--- src/rtl/irq_pkg.sv ---
// Shared types and helpers for the interrupt path (irq_pending_latch, priority_n).
package irq_pkg;

  localparam int unsigned IDX_NONE = 0;

  typedef enum logic [1:0] {
    IDLE = 2'd0,
    REQ  = 2'd1,
    SVC  = 2'd2
  } irq_state_e;

  // Encoded index width: 0 means "none", k means line k-1.
  function automatic int unsigned idx_w(input int unsigned width);
    return $clog2(width + 1);
  endfunction

endpackage

--- src/rtl/irq_edge_sync.sv ---
// Per-line rising-edge detector with optional 2-flop synchroniser (IRQ_SYNC_EN).
module irq_edge_sync #(
  parameter int unsigned WIDTH = 8
) (
  input  logic             clk,
  input  logic             rst,
  input  logic [WIDTH-1:0] irq_in,
  output logic [WIDTH-1:0] edge_c
);

  logic [WIDTH-1:0] irq_s;
  logic [WIDTH-1:0] irq_q;
  logic [WIDTH-1:0] irq_d;

`ifdef IRQ_SYNC_EN
  logic [WIDTH-1:0] sync1_q;
  logic [WIDTH-1:0] sync1_d;
  logic [WIDTH-1:0] sync2_q;
  logic [WIDTH-1:0] sync2_d;

  always_comb begin
    sync1_d = irq_in;
    sync2_d = sync1_q;
  end

  always_ff @(posedge clk) begin
    if (rst) begin
      sync1_q <= '0;
      sync2_q <= '0;
    end else begin
      sync1_q <= sync1_d;
      sync2_q <= sync2_d;
    end
  end

  assign irq_s = sync2_q;
`else
  assign irq_s = irq_in;
`endif

  // History resets low so a line held high through reset yields one edge afterwards.
  always_comb begin
    irq_d  = irq_s;
    edge_c = irq_s & ~irq_q;
  end

  always_ff @(posedge clk) begin
    if (rst) irq_q <= '0;
    else     irq_q <= irq_d;
  end

endmodule

--- src/rtl/irq_pending_latch.sv ---
// Sticky pending/overflow latch for interrupt lines plus one-outstanding host handshake.
// Optional input synchroniser enabled by defining IRQ_SYNC_EN.
module irq_pending_latch
  import irq_pkg::*;
#(
  parameter int unsigned WIDTH = 8,
  parameter int unsigned IDX_W = idx_w(WIDTH)
) (
  input  logic             clk,
  input  logic             rst,
  input  logic [WIDTH-1:0] irq_in,
  input  logic [WIDTH-1:0] mask,
  input  logic [IDX_W-1:0] enc_idx,
  input  logic             irq_ready,
  input  logic             ack_valid,
  input  logic [IDX_W-1:0] ack_idx,
  input  logic             ovf_clr,
  output logic [WIDTH-1:0] py,
  output logic             irq_valid,
  output logic [IDX_W-1:0] irq_idx,
  output logic [WIDTH-1:0] overflow
);

  logic [WIDTH-1:0] edge_c;
  logic [WIDTH-1:0] clr_vec;
  logic [WIDTH-1:0] pending_q, pending_d;
  logic [WIDTH-1:0] overflow_q, overflow_d;
  irq_state_e       state_q, state_d;
  logic [IDX_W-1:0] cur_idx_q, cur_idx_d;
  logic             irq_valid_q, irq_valid_d;

  irq_edge_sync #(.WIDTH(WIDTH)) u_edge_sync (
    .clk    (clk),
    .rst    (rst),
    .irq_in (irq_in),
    .edge_c (edge_c)
  );

  // Out-of-range ack indices (0 or > WIDTH) decode to no clear.
  always_comb begin
    clr_vec = '0;
    for (int unsigned i = 0; i < WIDTH; i++) begin
      if (ack_valid && (32'(ack_idx) == i + 1)) clr_vec[i] = 1'b1;
    end
  end

  // A same-cycle set beats a clear and does not count as an overflow.
  always_comb begin
    pending_d  = (pending_q & ~clr_vec) | edge_c;
    overflow_d = (ovf_clr ? '0 : overflow_q) | (edge_c & pending_q & ~clr_vec);
  end

  always_comb begin
    state_d     = state_q;
    cur_idx_d   = cur_idx_q;
    irq_valid_d = irq_valid_q;
    case (state_q)
      IDLE: begin
        if (enc_idx != IDX_W'(IDX_NONE)) begin
          state_d     = REQ;
          cur_idx_d   = enc_idx;
          irq_valid_d = 1'b1;
        end
      end
      REQ: begin
        if (irq_ready) begin
          state_d     = SVC;
          irq_valid_d = 1'b0;
        end
      end
      SVC: begin
        if (ack_valid && (ack_idx == cur_idx_q)) state_d = IDLE;
      end
      default: begin
        state_d     = IDLE;
        irq_valid_d = 1'b0;
      end
    endcase
  end

  always_ff @(posedge clk) begin
    if (rst) begin
      pending_q   <= '0;
      overflow_q  <= '0;
      state_q     <= IDLE;
      cur_idx_q   <= '0;
      irq_valid_q <= 1'b0;
    end else begin
      pending_q   <= pending_d;
      overflow_q  <= overflow_d;
      state_q     <= state_d;
      cur_idx_q   <= cur_idx_d;
      irq_valid_q <= irq_valid_d;
    end
  end

  assign py        = pending_q & ~mask;
  assign irq_valid = irq_valid_q;
  assign irq_idx   = cur_idx_q;
  assign overflow  = overflow_q;

endmodule

--- config.mk ---
export PLATFORM = sky130hd
export DESIGN_NAME = irq_pending_latch
export DESIGN_NICKNAME = d
export VERILOG_FILES = /design/src/rtl/irq_pkg.sv /design/src/rtl/irq_edge_sync.sv /design/src/rtl/irq_pending_latch.sv
export SDC_FILE = /design/constraint.sdc
export NUM_CORES = 1
export LEC_CHECK = 0
export CORE_AREA = 4 4 54 69
export CTS_BUF_LIST = sky130_fd_sc_hd__clkbuf_16
export DETAILED_ROUTE_END_ITERATION = 10
export DIE_AREA = 0 0 58 73
export PLACE_DENSITY = 0.75
export SLEW_MARGIN = 20
export SYNTH_ARGS = -nofsm -noshare
export SYNTH_HDL_FRONTEND = slang
export SYNTH_HIERARCHICAL = 1
export SYNTH_SLANG_ARGS = --single-unit
--- constraint.sdc ---
create_clock -name clk -period 1.2 [get_ports clk]
set_input_delay 0.36 -clock clk [delete_from_list [all_inputs] [get_ports clk]]
set_output_delay 0.36 -clock clk [all_outputs]
set_load 0.05 [all_outputs]
==> run_results.csv <==
group,metric,value,unit
clock_network,clock_latency,0.27,ns
yosys,synth_nets,162,
critical_path,critPathCaptureType,"output port",
timing,timing.final.hold_violations,0,
critical_path,slowest_delay,0.34,ns
global_routing,grt_usage,0.208,
worst_hold_path,hold_depth,3,
place,post-dp-hpwl,2650,µm
timing,fin_skew,0.00388,ns
critical_path,worstSetupPathType,"register to output port",
place,dp_slack,-0.523,ns
yosys,synth_top_area_frac,0.493,
clock_network,h-tree-depth,2,
floorplanning,dieArea,4230,µm²
yosys,synthCells,133,
timing,tns,-0.511,ns
place,dp_cells,225,
clock_network,clock-root-buffer,"clkbuf_16",
clock_network,cts_sinks,31,
critical_path,cp.depth,2,
yosys,ys_top_cells_by_area,"dfxtp_1, nor2b_1, o31ai_1",
yosys,synth_cell_types,22,
layout,n_antenna_cell,0,
critical_path,crit_buf_inv,1,
floorplanning,num_io_pins,50,
pwr,power,0.00319,W
critical_path,cp_max_fo,2,
flow_run,maxCapViolations,0,
routing,antenna_left,0,
layout,nNetsFinal,236,
yosys,syn_area_per_cell,9.47,µm²
pwr,power_density,1310,nW/µm²
critical_path,slowest_stage,"dfxtp_2",
timing,fmax,781,MHz
timing,setup_violations,9,
floorplanning,die_w,58,µm
clock_network,cts_tree,"built",
routing,drt_pass1_iterations,4,
critical_path,required,0.84,ns
layout,stdcell_count,244,
routing,viasPerCell,5.25,
critical_path,regToRegSetupSlack,-0.02,ns
critical_path,cp.arrival,0.92,ns
critical_path,reg2reg_depth,3,
critical_path,critical-path-top-delay-family,"flip-flops",
timing,rsz0062_at_grt,"yes",
clock_network,path_clk_slew,0.05,ns
yosys,synth_area,1260,µm²
routing,wirelength,4300,µm
yosys,seq_area_frac_synth,0.493,
pwr,worst_ir_drop_vdd,1.46,mV
global_routing,antenna_found_initial,0,
floorplanning,die_h,73,µm
yosys,yosysTopAreaCell,"dfxtp_1",
clock_network,numCtsBuffers,5,
outcome,outcome,"complete, but fails checks",
place,place.gp.congestion,0.796,
outcome,violations,"negative setup slack",
routing,drc,0,
floorplanning,start_util,0.405,
timing,worstMarginPinSlew,0.301,ns
routing,routedWlPerCell,17.6,µm
floorplanning,core.rowCount,23,
critical_path,worst_setup_path_start_kind,"register",
clock_network,cts_buffer_depth,2,
global_routing,grt_start_max_net_pins,12,
place,portBuffers,49,
clock_network,hold_buffers,0,
worst_hold_path,holdCritPathClass,"input pin to register",
global_routing,globalRouteOverflowTotal,0,
timing,min_period,1.28,ns
floorplanning,core-area,3110,µm²
timing,slew_violations,0,
critical_path,crit_chain,"nor2b_4, buf_12",
timing,fin_crit_sh,1.07,
routing,vias,1281,
yosys,synth-warning-count,6,
routing,drtIter0Drc,37,
timing,max_slew_margin,0.797,
layout,areaGrowthSynthToFinish,93.6,%
global_routing,grt_pass1_vias,1355,
timing,setup_ws,-0.0797,ns
yosys,ys_ff_latch,31,
layout,post_route_cells_drive_above_1_share,0.473,
global_routing,grt_pass1_wl,6570,µm
pwr,p_leak,0.994,nW
==> cell type report <==
cell class	instances	area (µm²)
multi-input cells	91	704
flip-flops and latches	31	646
fillers	183	668
well taps	37	46.3
repair buffers	70	880
inverters	8	30.0
clock inverters	2	8.76
clock buffers	5	125
==> cells in the mapped netlist, drive strengths merged <==
master / count
nand2b: 2
clkbuf: 1
or3b: 10
nor4: 1
a311o: 1
nand2: 5
a31oi: 1
nor2b: 25
nor2: 3
dfxtp: 31
nand3b: 2
o31ai: 10
o21ai: 11
xnor2: 4
or2: 1
a21oi: 13
a2bb2oi: 1
a2111oi: 1
buf: 2
inv: 8
==> cell usage in the layout, fill, tap and decap left out, types with 2 or more instances in the layout <==
cell and count:
o31ai_1 8, clkdlybuf4s15_1 7, o21ai_4 2, clkdlybuf4s50_1 9, nand2_1 5, nand3b_1 2
nand2b_1 2, nor2b_4 8, inv_1 8, nor2_1 3, dlygate4sd2_1 10, or3b_2 8
o31ai_2 2, buf_4 19, buf_12 22, o21ai_0 4, a21oi_2 2, xnor2_1 4
clkbuf_16 5, nor2b_1 17, or3b_4 2, dfxtp_2 20, o21ai_1 4, dfxtp_1 11
a21oi_1 11
==> tightest hold or removal path: cells and delay by family <==
kind                   cells  cell delay [ns]
AOI/OAI and AO/OA          1             0.07
and+or+nand+nor            1             0.08
buffers and inverters      1             0.11
==> cells by family after synthesis <==
logic type / Yosys count / synth area share
compound gates: 38 / 0.184
xor+xnor: 4 / 0.0278
buf+inv: 11 / 0.0348
flops: 31 / 0.493
simple gates: 49 / 0.261
==> registers in the layout (all words and copies together), names as in the netlist <==
name and cells:
irq_idx 4, irq_valid 1, overflow 8, pending_q 8, state_q 2, u_edge_sync/irq_q 8
==> final timing paths <==
path	start	end
worst max register to register	state_q[1]	state_q[1]
worst min-delay path	enc_idx[2]	irq_idx[2]
worst max-delay path	pending_q[2]	py[2]
worst min register to register	u_edge_sync/irq_q[4]	pending_q[4]
==> metrics by stage <==
stage / util / hold slack (ns) / instance area, µm²
2_1_floorplan: - / 0.432 / 1290
3_3_place_gp: 0.678 / 0.471 / 2110
3_5_place_dp: 0.678 / 0.494 / 2110
4_1_cts: 0.763 / 0.471 / 2370
5_1_grt: 0.785 / 0.393 / 2440
6_report: 0.785 / 0.395 / 2440
==> power breakdown <==
group,switching (W),internal [W]
Sequential,0.0000802,0.00112
Combinational,0.000397,0.000427
Clock,0.000415,0.000742
==> per-layer routing <==
metal / GRT usage / share of wire / vias up
met4: 0.0928 / 0.024 / 0
met5: 0 / 0 / -
met1: 0.212 / 0.37 / 621
met2: 0.383 / 0.55 / 40
li1: - / - / 610
met3: 0.0637 / 0.058 / 10
==> repair_timing <==
| action | in CTS | in global routing |
|---|---|---|
| endpoints found under the hold margin | 0 | 0 |
| cloned | 1 | 0 |
| setup endpoints to repair | 31 | 18 |
| resized for setup | 48 | 13 |
| setup buffers | 6 | 5 |
| pin swaps | 4 | 7 |
(Power assumes the default switching activity.)
